$ cat src/rtl/core_pkg.sv
// Shared fetch-path types and constants.
package core_pkg;

   localparam int unsigned CORE_XLEN = 32;
   localparam int unsigned ILEN      = 32;

   localparam logic [CORE_XLEN-1:0] RESET_PC_DEF = 32'h0000_0000;

   typedef struct packed {
      logic [CORE_XLEN-1:0] pc;
      logic [ILEN-1:0]      ins;
   } fetch_entry_t;

endpackage

$ cat src/rtl/pfq_fifo.sv
// DEPTH-entry synchronous FIFO of fetch entries; clr overrides push and pop.
module pfq_fifo
   import core_pkg::*;
#(
   parameter int unsigned DEPTH = 4,
   localparam int unsigned CW = $clog2(DEPTH + 1),
   localparam int unsigned PW = $clog2(DEPTH)
) (
   input  logic         clk,
   input  logic         rstn,
   input  logic         push,
   input  fetch_entry_t wdata,
   input  logic         pop,
   input  logic         clr,
   output logic [CW-1:0] count,
   output fetch_entry_t head
);

   fetch_entry_t   mem_q [DEPTH];
   fetch_entry_t   mem_d [DEPTH];
   logic [PW-1:0]  wr_ptr_q, wr_ptr_d;
   logic [PW-1:0]  rd_ptr_q, rd_ptr_d;
   logic [CW-1:0]  count_q, count_d;
   logic           do_push, do_pop;

   always_comb begin
      do_push  = push & ~clr;
      do_pop   = pop & ~clr & (count_q != '0);
      mem_d    = mem_q;
      wr_ptr_d = wr_ptr_q;
      rd_ptr_d = rd_ptr_q;
      count_d  = count_q;
      if (clr) begin
         wr_ptr_d = '0;
         rd_ptr_d = '0;
         count_d  = '0;
      end else begin
         if (do_push) begin
            mem_d[wr_ptr_q] = wdata;
            wr_ptr_d        = wr_ptr_q + PW'(1);
         end
         if (do_pop) begin
            rd_ptr_d = rd_ptr_q + PW'(1);
         end
         count_d = count_q + CW'(do_push) - CW'(do_pop);
      end
   end

   always_ff @(posedge clk or negedge rstn) begin
      if (!rstn) begin
         for (int i = 0; i < DEPTH; i++) begin
            mem_q[i] <= '0;
         end
         wr_ptr_q <= '0;
         rd_ptr_q <= '0;
         count_q  <= '0;
      end else begin
         mem_q    <= mem_d;
         wr_ptr_q <= wr_ptr_d;
         rd_ptr_q <= rd_ptr_d;
         count_q  <= count_d;
      end
   end

   assign count = count_q;
   assign head  = mem_q[rd_ptr_q];

   a_count_range: assert property (@(posedge clk) disable iff (!rstn)
      count_q <= CW'(DEPTH));
   a_no_overflow: assert property (@(posedge clk) disable iff (!rstn)
      !(push && !pop && !clr && (count_q == CW'(DEPTH))));

endmodule

$ cat src/rtl/ifu_pfq.sv
// Instruction fetch unit: credit-limited SRAM0 issue feeding an in-order prefetch queue.
module ifu_pfq
   import core_pkg::*;
#(
   parameter int unsigned    XLEN     = CORE_XLEN,
   parameter int unsigned    IA_W     = 16,
   parameter int unsigned    DEPTH    = 4,
   parameter logic [XLEN-1:0] RESET_PC = RESET_PC_DEF
) (
   input  logic            clk,
   input  logic            rstn,
   input  logic            branch,
   input  logic [XLEN-1:0] br_adr,
   input  logic            flush,
   output logic            ifu_vld,
   input  logic            ifu_rdy,
   output logic [XLEN-1:0] ifu_pc,
   output logic [31:0]     ifu_ins,
   output logic [IA_W-1:0] ins_a,
   output logic            ins_e,
   input  logic [31:0]     ins
);

   localparam int unsigned CW = $clog2(DEPTH + 1);

   logic            run_q, run_d;
   logic            inflight_q, inflight_d;
   logic [XLEN-1:0] fetch_pc_q, fetch_pc_d;
   logic [XLEN-1:0] replay_pc_q, replay_pc_d;
   logic [XLEN-1:0] resp_pc_q, resp_pc_d;

   logic [CW-1:0]   count;
   logic [CW:0]     credit_used;
   fetch_entry_t    head, wr_entry;
   logic            kill, pop, issue;
   logic [XLEN-1:0] br_tgt, replay_nxt;
   logic            unused_br_lsb;

   assign unused_br_lsb = ^br_adr[1:0];

   assign kill   = branch | flush;
   assign pop    = ifu_vld & ifu_rdy;
   assign br_tgt = {br_adr[XLEN-1:2], 2'b00};

   // Credits ignore a same-cycle pop, so a returning response always has a free slot.
   assign credit_used = {1'b0, count} + {{CW{1'b0}}, inflight_q};
   assign issue       = run_q & ~kill & (credit_used < (CW + 1)'(DEPTH));

   // A pop during a kill cycle still advances the replay point.
   assign replay_nxt = pop ? (ifu_pc + XLEN'(4)) : replay_pc_q;

   always_comb begin
      run_d       = 1'b1;
      inflight_d  = issue;
      resp_pc_d   = issue ? fetch_pc_q : resp_pc_q;
      fetch_pc_d  = fetch_pc_q;
      replay_pc_d = replay_nxt;
      if (branch) begin
         fetch_pc_d  = br_tgt;
         replay_pc_d = br_tgt;
      end else if (flush) begin
         fetch_pc_d = replay_nxt;
      end else if (issue) begin
         fetch_pc_d = fetch_pc_q + XLEN'(4);
      end
   end

   always_ff @(posedge clk or negedge rstn) begin
      if (!rstn) begin
         run_q       <= 1'b0;
         inflight_q  <= 1'b0;
         fetch_pc_q  <= RESET_PC;
         replay_pc_q <= RESET_PC;
         resp_pc_q   <= '0;
      end else begin
         run_q       <= run_d;
         inflight_q  <= inflight_d;
         fetch_pc_q  <= fetch_pc_d;
         replay_pc_q <= replay_pc_d;
         resp_pc_q   <= resp_pc_d;
      end
   end

   assign wr_entry.pc  = resp_pc_q;
   assign wr_entry.ins = ins;

   // Kill clears the queue and thereby drops a response landing in the same cycle.
   pfq_fifo #(
      .DEPTH (DEPTH)
   ) u_fifo (
      .clk   (clk),
      .rstn  (rstn),
      .push  (inflight_q),
      .wdata (wr_entry),
      .pop   (pop),
      .clr   (kill),
      .count (count),
      .head  (head)
   );

   assign ins_e   = issue;
   assign ins_a   = run_q ? fetch_pc_q[IA_W+1:2] : '0;
   assign ifu_vld = (count != '0);
   assign ifu_pc  = head.pc;
   assign ifu_ins = head.ins;

   a_pc_aligned: assert property (@(posedge clk) disable iff (!rstn)
      ifu_pc[1:0] == 2'b00);

endmodule

$ cat config.mk
export PLATFORM = sky130hd
export DESIGN_NAME = ifu_pfq
export DESIGN_NICKNAME = d
export VERILOG_FILES = /design/src/rtl/core_pkg.sv /design/src/rtl/pfq_fifo.sv /design/src/rtl/ifu_pfq.sv
export SDC_FILE = /design/constraint.sdc
export NUM_CORES = 1
export LEC_CHECK = 0
export BUFFER_PORTS_ARGS = -buffer_cell sky130_fd_sc_hd__clkbuf_2
export CAP_MARGIN = 0
export CORE_MARGIN = 5
export CORE_UTILIZATION = 40
export DETAILED_ROUTE_END_ITERATION = 10
export GPL_TIMING_DRIVEN = 0
export SLEW_MARGIN = 25
export SYNTH_ARGS = -nofsm -noshare
export SYNTH_HDL_FRONTEND = slang
export SYNTH_SLANG_ARGS = --single-unit
$ cat constraint.sdc
create_clock -name clk -period 2.8 [get_ports clk]
set_clock_uncertainty 0.1 [all_clocks]
set_input_delay 0.14 -clock clk [delete_from_list [all_inputs] [get_ports clk]]
set_output_delay 0.14 -clock clk [all_outputs]
set_load 0.02 [all_outputs]
**Word-level counts from Yosys, hierarchy flattened**

Index checks and enable logic that the tools add are counted.

- Bits of input ports: 69
- Bits in registers: 361
- Output and inout port bits: 82
- Logic and storage cells: 60

- Multiplexer cells: 17
- Add/subtract/negate cells: 7
- Bitwise gates (word level): 10
- Reductions and logical operators: 6
- Order comparisons: 4

Operators by type and width:

| operator | number |
|---|---|
| bitwise mux 256 bit | 1 |
| two-way mux 64 bit | 3 |
| two-way mux 32 bit | 5 |
| binary-select mux 64 bit (select 2 bit) | 1 |
| demux 64 bit (select 2 bit) | 1 |
| adder 32 x 3 -> 32 bit (second input constant) | 2 |
| two-way mux 16 bit | 1 |
| two-way mux 2 bit | 4 |
| bitwise AND 1 bit | 6 |
| greater-or-equal comparator 3 bit (second input constant) | 2 |
| NOT 2 -> 3 bit | 2 |
| nonzero test 3 bit | 2 |
| adder 2 x 1 -> 2 bit (second input constant) | 2 |
| adder 3 x 1 -> 4 bit | 1 |
| < comparator 4 x 3 -> 1 bit (second input constant) | 1 |
| nonzero test 2 bit | 2 |
| adder 3 x 1 -> 3 bit | 1 |
| < comparator 3 x 1 -> 1 bit (second input constant) | 1 |
| two-way mux 3 bit | 1 |
| subtractor 3 x 1 -> 3 bit | 1 |
| AND reduction 2 bit | 1 |
| logical AND 1 bit | 1 |
| NOT 1 bit | 1 |
| OR 1 bit | 1 |

**Depth between registers and ports, before layout**

- Word-level depth: 8
- Mapped depth: 11
- Gate-level depth less buffers: 10

**Hierarchy**

Synthesis repeated with hierarchy kept, for this count alone.

- Cell total of the unflattened synthesis: 1270
- Area, all modules: 17339.1 um^2

Modules (own cells, without submodules):

| module | instances | cells an instance | area an instance (um^2) | seq. area each (um^2) |
|---|---|---|---|---|
| pfq_fifo | 1 | 661 | 11634.9 | 6581.3 |
| ifu_pfq | 1 | 609 | 5704.2 | 2452.4 |

**Least setup slack after synthesis**

Ideal clock, no wire load.

- Kind: flip-flop to flip-flop
- From: register u_fifo.count_q[1] (netlist: u_fifo.count[1])
- To: register u_fifo.count_q[2] (netlist: u_fifo.count[2])
- Required time: 2.568 ns
- Library setup time: 0.132 ns
- Path buffers: 2
- Path slack: -0.137 ns
- Clock period less this slack: 2.937 ns
- Stages on the path, launching flop included: 12
- Data arrival time: 2.705 ns
- Path through: dfrtp_1 > o31ai_1 > clkbuf_1 > buf_1 > nor2_1 > ha_1 > inv_1 > ha_1 > inv_1 > fa_1 > xnor2_1 > nor2_1

- Word-level cells in the longest chain between the ends: 6
- Elaborated cells on any way between the ends: 7
- Classes of those cells: add/sub (2); mux (1); bitwise (3); reduce/logical (1)

RTL lines:

| what | line | source |
|---|---|---|
| from (decl) | pfq_fifo.sv:23 | `logic [CW-1:0] count_q, count_d;` |
| from (signal assigned) | pfq_fifo.sv:61 | `count_q <= count_d;` |
| nonzero test 3 bit | pfq_fifo.sv:28, ifu_pfq.sv:103 |  |
| bitwise AND 1 bit | ifu_pfq.sv:42 | `assign pop = ifu_vld & ifu_rdy;` |
| bitwise AND 1 bit (2 in a row) | pfq_fifo.sv:28 | `do_pop = pop & ~clr & (count_q != '0);` |
| subtractor 3 x 1 -> 3 bit * | pfq_fifo.sv:45 | `count_d = count_q + CW'(do_push) - CW'(do_pop);` |
| two-way mux 3 bit * | pfq_fifo.sv:33 | `if (clr) begin` |
| named net u_fifo.count_d[2] | pfq_fifo.sv:23 |  |

Mark *: on every way through the listed nets, which the timed path passes. The rest lies on a longest branch.
A chain may end at the register's enable or synchronous reset.

**Worst setup path in the final report**

- From: register u_fifo.rd_ptr_q[0]
- To: register replay_pc_q[31]

- Word-level cells in the longest chain between the ends: 7

RTL lines:

| what | line | source |
|---|---|---|
| from (decl) | pfq_fifo.sv:22 | `logic [PW-1:0] rd_ptr_q, rd_ptr_d;` |
| from (signal assigned) | pfq_fifo.sv:60 | `rd_ptr_q <= rd_ptr_d;` |
| NOT 2 -> 3 bit (implied by the code) | pfq_fifo.sv:66 | `assign head = mem_q[rd_ptr_q];` |
| binary-select mux 64 bit (select 2 bit) | pfq_fifo.sv:66 |  |
| two-way mux 64 bit (implied by the code) (2 in a row) | pfq_fifo.sv:66 |  |
| adder 32 x 3 -> 32 bit | ifu_pfq.sv:50 | `assign replay_nxt = pop ? (ifu_pc + XLEN'(4)) : replay_pc_q;` |
| two-way mux 32 bit | ifu_pfq.sv:50 |  |
| two-way mux 32 bit | ifu_pfq.sv:58 | `if (branch) begin` |
| named net replay_pc_d[31] | ifu_pfq.sv:29 | `logic [XLEN-1:0] replay_pc_q, replay_pc_d;` |
| to (signal assigned) | ifu_pfq.sv:79 | `replay_pc_q <= replay_pc_d;` |
| to (decl) | ifu_pfq.sv:29 |  |

The timed path passes the listed nets, and every way through them passes these cells. The select of a mux whose other input is x is not followed.

==> results_dict.tcl <==
set metrics [dict create \
    dr.first_iter.drc_count 929 \
    setup_slack_ns -0.0223 \
    grt_overflow 0 \
    drtAntennaViolNets 0 \
    setup_tns_ns -0.0223 \
    grt_pass1_wl_mm 77.7 \
    syn_area_mm2 0.0172 \
    clkLatencyLatePin_ns 0.56 \
    synth.yosys.seq_area_share_pct 52.6 \
    start_util_pct 40.1 \
    wl_mm 49.8 \
    violations "negative hold slack, negative setup slack" \
    layout-drive-gt1-share_pct 39.3 \
    ir_drop_v 0.000429 \
    rrSetupSlack_ns -0.02 \
    cp.required_ns 3.09 \
    cpPeakStageDelay_ns 0.63 \
    grt_pass1_vias 13200 \
    numCtsBuffers 43 \
    drc 0 \
    layout.nets 1731 \
    yosys-top-cells-area "dfrtp_1 53%, mux2_2 17%, mux4_2 7.3%" \
    synthTopCellsByCount "361 x dfrtp_1, 259 x mux2_2, 158 x nand2_1" \
    yosysTopAreaCell "dfrtp_1" \
    ys_ff_latch 361 \
    total_power_uw 14100 \
    fp.dieH_um 217 \
    grt_max_degree 87 \
    avgSynthCellArea_um2 12.7 \
    hold_viol_final 1 \
    yosys.area.top_type_share_pct 52.6 \
    critPathLaunchType "flop" \
    gp_congestion 0.923 \
    syn2layout_area_growth_pct 25.9 \
    cp.arrival_ns 3.11 \
    path_cells "buf_12, clkbuf_16, mux4_2, inv_2, or4_4, nor4b_4, xnor2_2, o221ai_1" \
    cts_root_buffer "clkbuf_16" \
    setup_viol 1 \
    yosys_warnings 0 \
    clk_pin_slew_ns 0.06 \
    io_buffers 148 \
    grt_setup_unrepaired "true" \
    cts_tree "yes" \
    ys.flop_type "dfrtp_1" \
    final.period_utilization_pct 101 \
    yosysMostFrequentCell "dfrtp_1" \
    cp_max_fo 11 \
    synth_nets 1428 \
    cts_buffer_depth 3 \
    p_per_area_mw_per_mm2 652 \
    fmax_ghz 0.354 \
    cts.sinks 361 \
    vias 12300 \
    ios 151 \
    drv_cap 0 \
    firstDrtPassIters 7 \
    path_class "reg2reg" \
    antenna_found_initial 0 \
    cp_slowest_cell "or4_4" \
    slew_headroom_pct 45.5 \
    hold_slack_ns -0.00124 \
    dp_hpwl_mm 33.8 \
    stdcell_count 2230 \
    dp.cells 2047 \
    finalCoreUtilization_pct 50.5 \
    post-route-min-period_ns 2.82 \
    die_area_mm2 0.0472 \
    hp-class "in2async" \
    diodes 0 \
    outcome "finished with violations" \
    synthCells 1349 \
    ys_async_sr_fraction_pct 100 \
    tightest_slew_ns 0.817 \
    fp-row-count 76 \
    die_w_um 217 \
    h-tree-depth 2 \
    grt_util_all_layers_pct 21.1 \
    routedWlPerCell_um 22.3 \
    ys_types 68 \
    p_leak_uw 0.0100 \
    core_area_mm2 0.0428 \
    viasPerCell 5.53 \
    endpoint_kind "flop" \
    drv_slew 0 \
    synth_edf_count 0 \
]
[per-stage QoR]
stage	cell area [µm²]	worst slack, ns
global placement	18600	-6.54
finish	21600	-0.0223
detailed placement	18700	-0.815
global route	21600	-0.0489
CTS	21400	-0.0477
floorplan	17200	0.0654
[placed cells by master, fill, tap and decap left out, drive strengths merged, types with 5 or more instances in the layout]
master	count
nor3	17
inv	21
o211ai	10
buf	74
mux2	259
mux4	64
and4	10
o31ai	5
xor2	19
o221ai	5
xnor2	24
nand2	158
o21ai	51
o22ai	6
clkbuf	265
a21oi	25
dfrtp	361
nor4	13
or3	5
nand3	30
dlygate4sd3	63
nor2	53
ha	9
mux2i	10
nand4	22
and2	30
a31oi	5
clkinv	9
and3	12
[worst max-delay path: cells and delay by family (launching register included)]
family	cells	cell delay [ns]
and+or+nand+nor	2	0.99
DFF	1	0.42
buffers and inverters	3	0.40
muxes	1	0.38
xor gates and xnor gates	1	0.19
AOI/OAI and AO/OA	1	0.16
[path summary, 6_finish.rpt]
kind                                    start               end  depth (start not counted)
hold / removal                           rstn     fetch_pc_q[7]                          2
max in group asynchronous                rstn  u_fifo.mem_q[72]                          5
setup / recovery           u_fifo.rd_ptr_q[0]   replay_pc_q[31]                          8
hold reg to reg                 fetch_pc_q[0]      resp_pc_q[0]                          2
setup reg to reg           u_fifo.rd_ptr_q[0]   replay_pc_q[31]                          8
min in group clk                       branch    fetch_pc_q[31]                          5
[cell families after synthesis]
group	synth area share, %
DFF	52.6
other	0.0218
muxes	26.1
xor gates and xnor gates	2.19
adders and majority gates	0.772
buffers and inverters	2.52
and+or+nand+nor	10.5
AOI/OAI and AO/OA	5.32
[report_power, final]
| group | switching [µW] | internal (µW) |
|---|---|---|
| combinational | 1410 | 1020 |
| clock | 2220 | 3450 |
| sequential | 340 | 5640 |
| total | 3970 | 10100 |
[final cells by class]
type / instances / area, µm²
Sequential cell: 361 / 9040
Multi-Input combinational cell: 887 / 7880
Fill cell: 3735 / 21200
Timing Repair Buffer: 264 / 1980
Clock buffer: 65 / 1330
Inverter: 21 / 78.8
Tap cell: 546 / 683
Buffer: 74 / 514
Clock inverter: 12 / 116
[layer usage]
layer  routed length, µm  up-vias  global-route usage, %
met5                   0        -                      0
met4                1770        0                   7.84
met3                3280      114                   4.12
met2               23100      432                   33.6
met1               21600     6266                   28.8
li1                    -     5524                      -
[state kept, by name (all words and copies together) (netlist names)]
name             cells
replay_pc_q         32
resp_pc_q           32
u_fifo.rd_ptr_q      2
u_fifo.wr_ptr_q      2
u_fifo.mem_q       256
run_q                1
u_fifo.count         3
inflight_q           1
fetch_pc_q          32
[repair_timing]
| item | in CTS | in global routing |
|---|---|---|
| setup buffers | 31 | 15 |
| resized for setup | 83 | 49 |
| pin swaps | 9 | 12 |
| endpoints found under the hold margin | 313 | 0 |
| hold buffers | 63 | 0 |
| setup endpoints to repair | 313 | 123 |
| cloned | 2 | 1 |
(Power assumes the default switching activity.)
